==> src/rtl/filter_job_scheduler.sv <==
// Job scheduler for the image filter datapath.
// Validates host opcodes, clears the histogram RAM and runs one or two passes.
module filter_job_scheduler #(
    parameter int IMAGE_WIDTH       = 320,
    parameter int IMAGE_HEIGHT      = 240,
    parameter int PIXEL_COUNT_WIDTH = $clog2(IMAGE_WIDTH*IMAGE_HEIGHT),
    parameter int HIST_BINS         = 256,
    localparam int HAW              = $clog2(HIST_BINS)
) (
    input  logic           clk,
    input  logic           rst,
    input  logic           cmd_valid,
    input  logic [15:0]    cmd_data,
    output logic           cmd_ready,
    input  logic           abort,
    input  logic           pause_req,
    input  logic           pixel_strobe,
    output logic [15:0]    filter_command,
    output logic           filter_stop,
    output logic           filter_start,
    output logic           hist_clear_we,
    output logic [HAW-1:0] hist_clear_addr,
    output logic           busy,
    output logic           done,
    output logic           error
);

    typedef enum logic [2:0] {
        ST_IDLE,
        ST_CLEAR,
        ST_STATS,
        ST_MAIN,
        ST_FINISH
    } state_t;

    localparam logic [15:0] OP_A010 = 16'hA010;
    localparam logic [15:0] OP_A020 = 16'hA020;
    localparam logic [15:0] OP_A030 = 16'hA030;
    localparam logic [15:0] OP_A040 = 16'hA040;
    localparam logic [15:0] OP_A050 = 16'hA050;
    localparam logic [15:0] OP_A060 = 16'hA060;

    localparam logic [PIXEL_COUNT_WIDTH-1:0] LAST_PIX =
        PIXEL_COUNT_WIDTH'(IMAGE_WIDTH*IMAGE_HEIGHT-1);
    localparam logic [HAW-1:0] LAST_BIN = HAW'(HIST_BINS-1);

    state_t                       state_q;
    logic [15:0]                  op_q;
    logic                         gap_q;
    logic [PIXEL_COUNT_WIDTH-1:0] pix_cnt_q;
    logic [PIXEL_COUNT_WIDTH-1:0] pix_cnt_d;
    logic [15:0]                  cmd_q;
    logic                         stop_q;
    logic                         start_q;
    logic                         we_q;
    logic [HAW-1:0]               addr_q;
    logic                         busy_q;
    logic                         done_q;
    logic                         error_q;

    logic in_pass;
    logic pix_accept;
    logic pass_last;
    logic op_valid;
    logic op_hist;

    assign cmd_ready       = rst && (state_q == ST_IDLE);
    assign filter_command  = cmd_q;
    assign filter_stop     = stop_q;
    assign filter_start    = start_q;
    assign hist_clear_we   = we_q;
    assign hist_clear_addr = addr_q;
    assign busy            = busy_q;
    assign done            = done_q;
    assign error           = error_q;

    // Opcode classification and pixel accounting for the active pass.
    always_comb begin
        op_valid = 1'b0;
        op_hist  = 1'b0;
        unique case (cmd_data)
            OP_A010, OP_A020, OP_A030, OP_A060: op_valid = 1'b1;
            OP_A040, OP_A050: begin
                op_valid = 1'b1;
                op_hist  = 1'b1;
            end
            default: op_valid = 1'b0;
        endcase
        in_pass    = (state_q == ST_STATS) ||
                     ((state_q == ST_MAIN) && !gap_q);
        pix_accept = in_pass && pixel_strobe && !stop_q;
        pass_last  = pix_accept && (pix_cnt_q == LAST_PIX);
        pix_cnt_d  = pix_cnt_q;
        if (pix_accept) begin
            pix_cnt_d = pass_last ? '0 : pix_cnt_q + 1'b1;
        end
    end

    // Job sequencer with registered filter, RAM and status outputs.
    always_ff @(posedge clk) begin
        if (!rst) begin
            state_q   <= ST_IDLE;
            op_q      <= '0;
            gap_q     <= 1'b0;
            pix_cnt_q <= '0;
            cmd_q     <= '0;
            stop_q    <= 1'b1;
            start_q   <= 1'b0;
            we_q      <= 1'b0;
            addr_q    <= '0;
            busy_q    <= 1'b0;
            done_q    <= 1'b0;
            error_q   <= 1'b0;
        end else begin
            start_q <= 1'b0;
            done_q  <= 1'b0;
            error_q <= 1'b0;
            if (abort && (state_q != ST_IDLE)) begin
                state_q   <= ST_IDLE;
                gap_q     <= 1'b0;
                pix_cnt_q <= '0;
                cmd_q     <= '0;
                stop_q    <= 1'b1;
                we_q      <= 1'b0;
                addr_q    <= '0;
                busy_q    <= 1'b0;
            end else begin
                unique case (state_q)
                    ST_IDLE: begin
                        if (cmd_valid) begin
                            if (!op_valid) begin
                                error_q <= 1'b1;
                            end else if (op_hist) begin
                                op_q    <= cmd_data;
                                busy_q  <= 1'b1;
                                state_q <= ST_CLEAR;
                                we_q    <= 1'b1;
                                addr_q  <= '0;
                            end else begin
                                op_q      <= cmd_data;
                                busy_q    <= 1'b1;
                                state_q   <= ST_MAIN;
                                gap_q     <= 1'b0;
                                start_q   <= 1'b1;
                                cmd_q     <= cmd_data;
                                stop_q    <= pause_req;
                                pix_cnt_q <= '0;
                            end
                        end
                    end
                    ST_CLEAR: begin
                        addr_q <= addr_q + 1'b1;
                        if (addr_q == LAST_BIN) begin
                            we_q      <= 1'b0;
                            addr_q    <= '0;
                            state_q   <= ST_STATS;
                            start_q   <= 1'b1;
                            cmd_q     <= OP_A040;
                            stop_q    <= pause_req;
                            pix_cnt_q <= '0;
                        end
                    end
                    ST_STATS: begin
                        stop_q    <= pause_req;
                        pix_cnt_q <= pix_cnt_d;
                        if (pass_last) begin
                            cmd_q  <= '0;
                            stop_q <= 1'b1;
                            if (op_q == OP_A040) begin
                                state_q <= ST_FINISH;
                                done_q  <= 1'b1;
                            end else begin
                                state_q <= ST_MAIN;
                                gap_q   <= 1'b1;
                            end
                        end
                    end
                    ST_MAIN: begin
                        if (gap_q) begin
                            gap_q     <= 1'b0;
                            start_q   <= 1'b1;
                            cmd_q     <= op_q;
                            stop_q    <= pause_req;
                            pix_cnt_q <= '0;
                        end else begin
                            stop_q    <= pause_req;
                            pix_cnt_q <= pix_cnt_d;
                            if (pass_last) begin
                                state_q <= ST_FINISH;
                                done_q  <= 1'b1;
                                cmd_q   <= '0;
                                stop_q  <= 1'b1;
                            end
                        end
                    end
                    ST_FINISH: begin
                        state_q <= ST_IDLE;
                        busy_q  <= 1'b0;
                    end
                    default: begin
                        state_q <= ST_IDLE;
                        busy_q  <= 1'b0;
                        cmd_q   <= '0;
                        stop_q  <= 1'b1;
                        we_q    <= 1'b0;
                    end
                endcase
            end
        end
    end

endmodule

==> config.mk <==
export PLATFORM = sky130hd
export DESIGN_NAME = filter_job_scheduler
export DESIGN_NICKNAME = d
export VERILOG_FILES = /design/src/rtl/filter_job_scheduler.sv
export SDC_FILE = /design/constraint.sdc
export NUM_CORES = 1
export LEC_CHECK = 0
export CAP_MARGIN = 20
export CORE_UTILIZATION = 54
export DETAILED_ROUTE_END_ITERATION = 6
export PLACE_DENSITY = 0.8
export SLEW_MARGIN = 20
export SYNTH_ARGS = -nofsm -noshare
export SYNTH_HDL_FRONTEND = slang
export SYNTH_SLANG_ARGS = --single-unit
==> constraint.sdc <==
create_clock -name clk -period 5 [get_ports clk]
set_input_delay 0.75 -clock clk [delete_from_list [all_inputs] [get_ports clk]]
set_output_delay 0.75 -clock clk [all_outputs]
set_load 0.03 [all_outputs]
==> metrics.txt <==
die outline area 6410 sq um; share of layout cells above drive strength 1 9.09%; outcome complete, no violations; Cell Int Power 906 uW; number of diodes added for antenna fixing 0; Inserted Clock Buffers 9; Post-CTS Setup Bufs 0; via/cell ratio 6.16; syn_area_per_cell 9.33 sq um; CTS tree yes; DRT Wirelength 8010 um; clock period minus worst slack 3110 ps; Hold EP filter_command[2]; clock-pin transition on the worst setup and hold timing paths 70 ps; final cycle utilization of the critical path 62.2%; global-route wire length before repair 13100 um; cell breakdown of the critical path clkdlybuf4s50_1, nor4b_1, and4_1, a2bb2oi_1, or3_1, o2bb2ai_1; Crit Reg-Reg Startpoint state_q[1]; die boundary height 80.1 um; FMAX 0.322 GHz; number of endpoints failing setup at the final stage 0; x dimension of the die 80.1 um; parity-gate share of the synthesized area counting xor and xnor cells 3.19%; launch instance of the worst min-delay path filter_command[2]; required arrival time at the worst endpoint 5210 ps; placement row count 28; area growth from synthesis to layout 23.4%; Clk Latency, worst-skew pair 350 ps; number of flops mapped to enable cells by yosys 0; sw frac 25.5%; largest clock skew in the final design 8.17 ps; core occupancy in the finished layout 69.0%; combinational power share 13.0%; worst setup path class in2reg; HPWL reported at the end of detailed placement 5650 um; length of the first detailed-routing pass in iterations 4; total global routing track utilization 26.9%; slack of the worst reg-to-reg path 2390 ps; unrepaired setup endpoints after global routing false; final-report hold violation count 0; most common library cell in the layout ignoring fill and taps sky130_fd_sc_hd__dfxtp_1; Cell Area, Synth 3290 sq um; warning count from the yosys run 0; standby leakage power 1.36 nW; path class of the lowest-slack min-delay path reg2reg; proportion of synthesized chip area in sequential cells 40.7%; Max FO, Critical Path 14; Clk pwr share 42.0%; post-synthesis adder-cell area fraction 0.760%; clock sink count 67; total number of vias 2968; number of design-rule violations left by the first detailed-router iteration 373; end of the worst register-to-register path pix_cnt_q[16]; maximum number of buffers from clock root to sink 2; slowest cell delay on critical path 670 ps; slew at the pin closest to its max-slew limit 850 ps; simple-gate portion of the synthesized area 27.4%; post-detailed-route count of antenna-violating nets 0; complex-gate fraction of the synthesized area 22.6%; setup_tns 0 ps; Crit-path slowest cell sky130_fd_sc_hd__or3_1; net count of the finished layout 426; maximum number of pins on one net before global-route repair 32; depth of the worst register-to-register path 5; startpoint type of the worst setup path input pin; Synth Instances 353; worst-case vdd ir drop 0.291 mV; largest family of logic cells by synthesized area simple AND/OR/NAND/NOR gates; number of global-route vias before repair 2713; remaining design rule violation count 0; syn_nets 377; fraction of synthesized area in multiplexers 1.82%; sum of internal, switching and leakage power 1.22 mW; flop and latch count out of synthesis 67; GP Congestion 0.902; Seq pwr share 45.0%; Congestion Overflow GR 0; antenna violations before repair 0; commonest cells after routing, fill and taps aside 67 x sky130_fd_sc_hd__dfxtp_1, 52 x sky130_fd_sc_hd__clkdlybuf4s50_1, 25 x sky130_fd_sc_hd__nor3_1; initial cell density of the core 56.0%; WL/cell 16.6 um; core box area 5890 sq um; fillcell total 500; power density cells 299 nW/um^2; number of max-slew violations in the final report 0; Slew headroom 43.2%; FFs w/ async S/R, synth 0%; num ports 53; CTS H-tree lvls 3; P_sw 310 uW; number of buffer cells added on primary ports 52; Hold Path Depth 1; dominant register cell in the synthesized netlist sky130_fd_sc_hd__dfxtp_1; Worst Setup End Kind flop; post-cts hold buffer count 0; Arrival @ worst endpoint 3320 ps; Yosys cell types 56; root cell of the clock tree sky130_fd_sc_hd__clkbuf_8; number of gates resized after cts 0; max-cap violations 0
-- layer usage --
metal,vias up,global-route usage (%),wire (um)
li1,1458,-,-
met1,1407,33.8,3610
met2,96,44.2,3920
met3,7,8.75,405
met4,0,6.96,68
met5,-,0,0
-- cell usage after synthesis, types with 7 or more instances --
library cell / number / area (sq um)
sky130_fd_sc_hd__clkbuf_1: 9 / 33.8
sky130_fd_sc_hd__dfxtp_1: 67 / 1340
sky130_fd_sc_hd__a22oi_1: 11 / 82.6
sky130_fd_sc_hd__and3_1: 8 / 50.1
sky130_fd_sc_hd__nand2_1: 21 / 78.8
sky130_fd_sc_hd__nor2_1: 10 / 37.5
sky130_fd_sc_hd__a31oi_1: 7 / 43.8
sky130_fd_sc_hd__o2bb2ai_2: 10 / 150
sky130_fd_sc_hd__nand3_1: 15 / 75.1
sky130_fd_sc_hd__nand4_1: 12 / 75.1
sky130_fd_sc_hd__xor2_1: 8 / 70.1
sky130_fd_sc_hd__and2_1: 19 / 119
sky130_fd_sc_hd__nor2b_1: 8 / 50.1
sky130_fd_sc_hd__nor3_1: 25 / 125
sky130_fd_sc_hd__o21ai_0: 8 / 40.0
sky130_fd_sc_hd__a21oi_1: 18 / 90.1
-- metrics by stage --
stage          worst slack (ps)  instances  cell area (sq um)  hold slack, ps
2_1_floorplan              2600        353               3290             445
3_3_place_gp               1650        466               3830             447
3_5_place_dp               1610        466               3830             458
4_1_cts                    1920        482               4060             477
5_1_grt                    1760        482               4060             488
6_report                   1890        482               4060             473
-- cells by family (layout without fill, tap and decap cells) --
family / Yosys count / after routing
xor+xnor: 12 / 12
buf+inv: 22 / 76
mux: 6 / 6
fa+ha+maj: 2 / 2
simple gates: 154 / 154
flops: 67 / 67
compound gates: 90 / 90
-- layout make-up --
cell class              count  area, sq um  area share, %
multi-input cells         264         1840           45.2
inverters                   5         18.8          0.462
flip-flops and latches     67         1340           33.0
well taps                  75         93.8           2.31
repair buffers             55          543           13.4
clock buffers              12          155           3.82
clock inverters             4         72.6           1.79
-- worst max-delay path by stage --
stage | start | to | slack (ps) | depth (start not counted)
2_1_floorplan | cmd_data[7] | filter_command[13] | 2600 | 7
3_3_place_gp | cmd_data[2] | filter_command[2] | 1650 | 6
3_5_place_dp | cmd_data[6] | filter_command[4] | 1610 | 6
4_1_cts | rst | cmd_ready | 1920 | 3
5_1_grt | cmd_data[6] | filter_command[5] | 1760 | 6
6_report | cmd_data[6] | filter_command[4] | 1890 | 6
-- state kept, by name (all words and copies together) (netlist names) --
register / count
pix_cnt_q: 17
filter_command: 16
op_q: 16
hist_clear_addr: 8
state_q: 3
busy: 1
done: 1
error: 1
filter_start: 1
filter_stop: 1
gap_q: 1
hist_clear_we: 1
-- power by group through the flow --
stage	Clock (mW)	Sequential, mW	Combinational, mW
finish	0.510	0.547	0.159
global route	0.543	0.547	0.171
CTS	0.517	0.546	0.157
detailed placement	0	0.558	0.156
global placement	0	0.558	0.154
floorplan	0	0.557	0.103
-- worst max-delay path: cells and delay by family --
family                 cells  cell delay [ps]
and+or+nand+nor            3             1470
buffers and inverters      1              570
AOI/OAI and AO/OA          2              530
No activity file was read; power rests on OpenSTA's default activity.
